--- config.mk ---
export PLATFORM = sky130hd
export DESIGN_NAME = write_back_arbiter
export DESIGN_NICKNAME = d
export VERILOG_FILES = /design/src/rtl/write_back_arbiter.sv
export SDC_FILE = /design/constraint.sdc
export NUM_CORES = 1
export LEC_CHECK = 0
export ABC_AREA = 1
export BUFFER_PORTS_ARGS = -buffer_cell sky130_fd_sc_hd__buf_4
export CELL_PAD_IN_SITES_DETAIL_PLACEMENT = 1
export CELL_PAD_IN_SITES_GLOBAL_PLACEMENT = 1
export CORE_AREA = 2 2 138 100
export DETAILED_ROUTE_END_ITERATION = 8
export DIE_AREA = 0 0 140 102
export HOLD_SLACK_MARGIN = 0.12
export PLACE_DENSITY = 0.86
export SYNTH_ARGS = -nofsm -noshare
export SYNTH_HDL_FRONTEND = slang
export SYNTH_SLANG_ARGS = --single-unit
--- constraint.sdc ---
create_clock -name clk -period 2.8 [get_ports clk]
set_input_delay 0.56 -clock clk [delete_from_list [all_inputs] [get_ports clk]]
set_output_delay 0.56 -clock clk [all_outputs]
set_load 0.03 [all_outputs]
--- src/rtl/write_back_arbiter.sv ---
// -----------------------------------------------------------------------------
// write_back_arbiter
//
// Purpose:
//   Shares the single register-file write port between the in-order pipeline
//   write-back result and a long-latency unit (mul/div).  Long-latency results
//   are buffered in a small FIFO.  The pipeline normally wins arbitration; a
//   starvation counter forces one FIFO drain (stalling the pipeline) after
//   STARVE_LIMIT consecutive lost arbitrations.  The register-file write
//   outputs are registered.
//
// Optional feature macro: WB_HAZARD_QUERY_EN
//   When defined, adds queryRd/queryHit so decode can detect a pending
//   long-latency destination (queued in the FIFO or being pushed this cycle).
//
// Ports:
//   clk, rst_n              clock (rising edge), asynchronous active-low reset
//   pipeValid/pipeRd/pipeData  pipeline WB-stage result
//   pipeStall               combinational; pipeline must hold its WB stage
//   lcValid/lcRd/lcData     long-latency unit result offer
//   lcReady                 FIFO can accept (count < FIFO_DEPTH)
//   regWrite/regWriteAddr/regWriteData  registered register-file write port
//   fifoCount               current FIFO occupancy
//   queryRd/queryHit        (WB_HAZARD_QUERY_EN only) pending-destination query
// -----------------------------------------------------------------------------
module write_back_arbiter #(
  parameter int DATA_WIDTH     = 32,
  parameter int REG_ADDR_WIDTH = 5,
  parameter int FIFO_DEPTH     = 2,
  parameter int STARVE_LIMIT   = 4
) (
  input  logic                          clk,
  input  logic                          rst_n,
  input  logic                          pipeValid,
  input  logic [REG_ADDR_WIDTH-1:0]     pipeRd,
  input  logic [DATA_WIDTH-1:0]         pipeData,
  output logic                          pipeStall,
  input  logic                          lcValid,
  input  logic [REG_ADDR_WIDTH-1:0]     lcRd,
  input  logic [DATA_WIDTH-1:0]         lcData,
  output logic                          lcReady,
  output logic                          regWrite,
  output logic [REG_ADDR_WIDTH-1:0]     regWriteAddr,
  output logic [DATA_WIDTH-1:0]         regWriteData,
`ifdef WB_HAZARD_QUERY_EN
  input  logic [REG_ADDR_WIDTH-1:0]     queryRd,
  output logic                          queryHit,
`endif
  output logic [$clog2(FIFO_DEPTH):0]   fifoCount
);

  localparam int PW = $clog2(FIFO_DEPTH);
  localparam int CW = PW + 1;
  localparam int SW = $clog2(STARVE_LIMIT + 1);

  localparam logic [REG_ADDR_WIDTH-1:0] RD_ZERO = {REG_ADDR_WIDTH{1'b0}};

  // FIFO storage and bookkeeping
  logic [REG_ADDR_WIDTH-1:0] rd_mem_r   [FIFO_DEPTH];
  logic [DATA_WIDTH-1:0]     data_mem_r [FIFO_DEPTH];
  logic [PW-1:0]             wr_ptr_r;
  logic [PW-1:0]             rd_ptr_r;
  logic [CW-1:0]             count_r;
  logic [SW-1:0]             starve_cnt_r;

  // Registered write port
  logic                      reg_write_r;
  logic [REG_ADDR_WIDTH-1:0] reg_write_addr_r;
  logic [DATA_WIDTH-1:0]     reg_write_data_r;

  // Combinational arbitration results
  logic                      fifo_empty_s;
  logic                      lc_ready_s;
  logic                      push_s;
  logic                      grant_pipe_s;
  logic                      grant_fifo_s;
  logic                      stall_s;
  logic                      grant_s;
  logic [REG_ADDR_WIDTH-1:0] grant_rd_s;
  logic [DATA_WIDTH-1:0]     grant_data_s;
  logic [SW-1:0]             starve_next_s;
  logic [CW-1:0]             count_next_s;

  // The push decision uses the pre-edge count, so a full FIFO never accepts
  // a push even when it pops on the same edge.
  assign fifo_empty_s = (count_r == {CW{1'b0}});
  assign lc_ready_s   = (count_r < CW'(FIFO_DEPTH));
  assign push_s       = lcValid && lc_ready_s;

  // Arbitration: pipeline first, FIFO when pipeline idle or starved too long.
  always_comb begin
    grant_pipe_s  = 1'b0;
    grant_fifo_s  = 1'b0;
    stall_s       = 1'b0;
    starve_next_s = starve_cnt_r;
    if (fifo_empty_s) begin
      grant_pipe_s  = pipeValid;
      starve_next_s = {SW{1'b0}};
    end else if (!pipeValid) begin
      grant_fifo_s  = 1'b1;
      starve_next_s = {SW{1'b0}};
    end else if (starve_cnt_r < SW'(STARVE_LIMIT)) begin
      grant_pipe_s  = 1'b1;
      starve_next_s = starve_cnt_r + SW'(1);
    end else begin
      // Forced drain: pipeline holds its result and re-presents it next cycle.
      grant_fifo_s  = 1'b1;
      stall_s       = 1'b1;
      starve_next_s = {SW{1'b0}};
    end
  end

  // Select the winning destination/data for the output register.
  always_comb begin
    grant_s = grant_pipe_s || grant_fifo_s;
    if (grant_fifo_s) begin
      grant_rd_s   = rd_mem_r[rd_ptr_r];
      grant_data_s = data_mem_r[rd_ptr_r];
    end else begin
      grant_rd_s   = pipeRd;
      grant_data_s = pipeData;
    end
  end

  // Occupancy update: simultaneous push and pop leaves the count unchanged.
  always_comb begin
    case ({push_s, grant_fifo_s})
      2'b10:   count_next_s = count_r + CW'(1);
      2'b01:   count_next_s = count_r - CW'(1);
      default: count_next_s = count_r;
    endcase
  end

  // FIFO pointers, storage, occupancy and starvation counter.
  always_ff @(posedge clk or negedge rst_n) begin
    if (!rst_n) begin
      wr_ptr_r     <= {PW{1'b0}};
      rd_ptr_r     <= {PW{1'b0}};
      count_r      <= {CW{1'b0}};
      starve_cnt_r <= {SW{1'b0}};
      for (int i = 0; i < FIFO_DEPTH; i++) begin
        rd_mem_r[i]   <= RD_ZERO;
        data_mem_r[i] <= {DATA_WIDTH{1'b0}};
      end
    end else begin
      if (push_s) begin
        rd_mem_r[wr_ptr_r]   <= lcRd;
        data_mem_r[wr_ptr_r] <= lcData;
        wr_ptr_r             <= wr_ptr_r + PW'(1);
      end
      if (grant_fifo_s) begin
        rd_ptr_r <= rd_ptr_r + PW'(1);
      end
      count_r      <= count_next_s;
      starve_cnt_r <= starve_next_s;
    end
  end

  // Register-file write port. A granted rd==0 is consumed without a write,
  // and address/data hold so the port only moves on real writes.
  always_ff @(posedge clk or negedge rst_n) begin
    if (!rst_n) begin
      reg_write_r      <= 1'b0;
      reg_write_addr_r <= RD_ZERO;
      reg_write_data_r <= {DATA_WIDTH{1'b0}};
    end else begin
      if (grant_s && (grant_rd_s != RD_ZERO)) begin
        reg_write_r      <= 1'b1;
        reg_write_addr_r <= grant_rd_s;
        reg_write_data_r <= grant_data_s;
      end else begin
        reg_write_r <= 1'b0;
      end
    end
  end

`ifdef WB_HAZARD_QUERY_EN
  logic query_hit_s;

  // Match queryRd against every occupied FIFO slot plus the current push.
  always_comb begin
    query_hit_s = 1'b0;
    for (int i = 0; i < FIFO_DEPTH; i++) begin
      if ((CW'(i) < count_r) && (rd_mem_r[rd_ptr_r + PW'(i)] == queryRd)) begin
        query_hit_s = 1'b1;
      end else begin
        query_hit_s = query_hit_s;
      end
    end
    if (push_s && (lcRd == queryRd)) begin
      query_hit_s = 1'b1;
    end else begin
      query_hit_s = query_hit_s;
    end
    // x0 is never a real hazard.
    if (queryRd == RD_ZERO) begin
      query_hit_s = 1'b0;
    end else begin
      query_hit_s = query_hit_s;
    end
  end

  assign queryHit = query_hit_s;
`endif

  assign pipeStall    = stall_s;
  assign lcReady      = lc_ready_s;
  assign regWrite     = reg_write_r;
  assign regWriteAddr = reg_write_addr_r;
  assign regWriteData = reg_write_data_r;
  assign fifoCount    = count_r;

endmodule

==> summary.txt <==
Run status
  – Status: finished with violations
  – Failing checks: design-rule violations

Pwr
  – Worst vdd ir: 0.589 mV
  – Power per cell area: 1280 mW/mm^2
  – Static leakage: 3.66 nW

Detailed routing
  – Post-route DRC violation count: 9
  – Drt pass-1 iters: 7
  – Final ANT Viol Nets: 0
  – Vias: 4973
  – DR WL/cell: 17.6 um
  – Via density: 5.22
  – Final WL: 16.8 mm
  – Drt first-iter violations: between 300 and 400

GRT
  – Initial antenna violation count: 0
  – First-pass GRT wire length: 27.8 mm
  – Largest net degree at the start of global routing: 57
  – Vias in the first global route: 5389
  – Total grt overflow: 0
  – Total track usage: 25.2%

Clock tree
  – Clock buffer depth: 2
  – Clock transition at path regs: around 0.060 ns
  – Cts repair resizes: 0
  – Root buffer cell: clkbuf_16
  – TritonCTS Sinks: 119
  – TritonCTS clock tree: yes
  – Worst-Skew Late Latency: 0.42 ns
  – Max H-tree Level: 4
  – Setup repair bufs after CTS: 0
  – Total CTS buffers: 17

Timing
  – Final Critical Period: 2.30 ns
  – Worst slew margin: 49.6%
  – Post-route clock period utilization: 82.1%
  – Max Transition Viols Final: 0
  – Fin Clk Skew: just under 0.01 ns
  – Max Fclk: 435 MHz
  – Final Setup Violations: 0
  – Fin Setup TNS: 0 ns
  – Worst-Margin Slew: 0.753 ns
  – RSZ-0062 raised after global routing: no
  – Final Hold Fails: 0
  – Final setup margin: 0.502 ns

Final layout
  – Ratio of cells with drive above 1 in the final layout: 22.0%
  – Utilization after layout: 54.4%
  – Final nets: 855
  – Area growth syn-to-layout: 31.3%
  – Fillers: between 1500 and 2000
  – # diodes: 0

Hold path
  – Hold Path Class: in -> reg

Floorplanning
  – Die width: ~140 um
  – Die Height: 102 um
  – Die area: 0.0143 mm^2
  – Initial Utilization: 41.4%
  – Core ar.: between 0.01 and 0.015 mm^2
  – Top Ports: 120
  – Std cell rows: 35

Logic synthesis
  – Synth top area share: 55.6%
  – Async set-or-reset flop fraction in the synthesized netlist: 100%
  – Synth top area cells: dfrtp_1 56%, nand2_1 17%, o21ai_0 7.0%
  – Cell taking the most area after synthesis: dfrtp_1
  – Post-synth top cells: 243 x nand2_1, 119 x dfrtp_1, 75 x o21ai_0
  – Syn_area_per_cell: just over 8 um^2
  – Post-Syn Instances: 664
  – Synth Cell Area: 0.00535 mm^2
  – Post-synth EDFFs: 0
  – Seq/Total Area, Yosys: a little under three fifths
  – Count leader, synth: nand2_1
  – Yosys warning count: 0
  – Yosys cell types: 25
  – Number of synthesized register bits: between 100 and 150
  – Syn nets: about 740
  – Most used DFF post-synth: dfrtp_1

Placement
  – Routability cong.: 0.825
  – Hpwl dp: 10.7 mm
  – PortBufs: about 120
  – Pre-CTS WS: 0.489 ns

Worst setup path
  – Critical Path AT: approximately 2.6 ns
  – CP Class: reg -> reg
  – Crit Path Max Fanout: 36
  – Startpoint types: register
  – Critical path capture point type: register
  – Worst EP required: 3.10 ns

Flow run
  – Max Cap Viol: 0
report_power, final:
group | total [mW] | internal [mW] | switching (mW)
sequential | 3.09 | 2.55 | 0.537
clock | 2.34 | 1.57 | 0.775
combinational | 3.58 | 1.23 | 2.35
total | 9.01 | 5.34 | 3.67
layer usage:
layer  wire length, um  share of wire, %  GRT usage (%)
met5                 0                 0              0
met4               269               1.6           7.93
met3               857               5.1           6.56
met2              8330                50           44.0
met1              7340                44           31.4
per-stage QoR:
step           cell area, um^2  power [mW]  hold WS (ns)  std cells
4_1_cts                   7030        9.07         0.411        952
5_1_grt                   7030        9.61         0.419        952
6_report                  7030        9.01         0.420        952
3_5_place_dp              6390        6.61         0.439        921
2_1_floorplan             5350        5.28         0.264        664
3_3_place_gp              6390        6.38         0.420        921
final cells by class:
| cell class | count | area [um^2] | share of cell area [%] |
|---|---|---|---|
| flip-flops and latches | 119 | 2980 | 42.4 |
| multi-input cells | 444 | 1980 | 28.1 |
| repair buffers | 133 | 1010 | 14.4 |
| clock buffers | 21 | 480 | 6.84 |
| inverters | 60 | 225 | 3.20 |
| well taps | 166 | 208 | 2.96 |
| clock inverters | 9 | 148 | 2.10 |
registers in the layout (all words and copies together), names as in the netlist:
register,cells
data_mem_r,64
fifoCount,2
rd_mem_r,10
rd_ptr_r,1
regWrite,1
regWriteAddr,5
regWriteData,32
starve_cnt_r,3
wr_ptr_r,1
final timing paths:
check / from / slack, ns / cells after the start / to
min in group asynchronous: rst_n / 0.64 / 2 / regWriteData[28]
setup / recovery: rd_ptr_r / 0.50 / 10 / regWriteData[3]
setup reg to reg: rd_ptr_r / 0.50 / 10 / regWriteData[3]
hold reg to reg: starve_cnt_r[0] / 0.44 / 1 / starve_cnt_r[0]
max in group asynchronous: rst_n / 1.34 / 3 / regWriteAddr[1]
hold / removal: lcData[29] / 0.42 / 3 / data_mem_r[29]
worst max-delay path, stage by stage, from the launching register on:
cell	delay [ns]
dfrtp_1	0.38
inv_1	0.42
nand2_1	0.10
nand2_1	0.08
nand2_1	0.05
nand2_1	0.11
nand2_1	0.08
nor2_1	0.15
nand2_2	0.47
nand3_1	0.24
nand2_1	0.09
cell usage in the layout, fill, tap and decap left out, types with 2 or more instances in the layout:
cell	count
a31oi_1	32
buf_4	131
bufinv_16	4
clkbuf_16	17
clkbuf_8	4
clkinv_2	4
dfrtp_1	119
ha_1	2
inv_1	57
inv_2	2
nand2_1	243
nand2_2	2
nand3_1	37
nor2_1	39
o21ai_0	75
o21ai_1	2
or2_2	2
xor2_1	2
cell families after synthesis:
kind of cell	count (synthesis)	synth area share, %
compound gates	112	11.4
xor+xnor	3	0.491
fa+ha+maj	2	0.467
buf+inv	101	7.78
flops	119	55.6
simple gates	327	24.2
timing repair:
action	CTS	global route
hold buffers	1	0
endpoints found under the hold margin	31	0
endpoints found under the setup margin	0	0
Power figures use the tool's default switching activity.
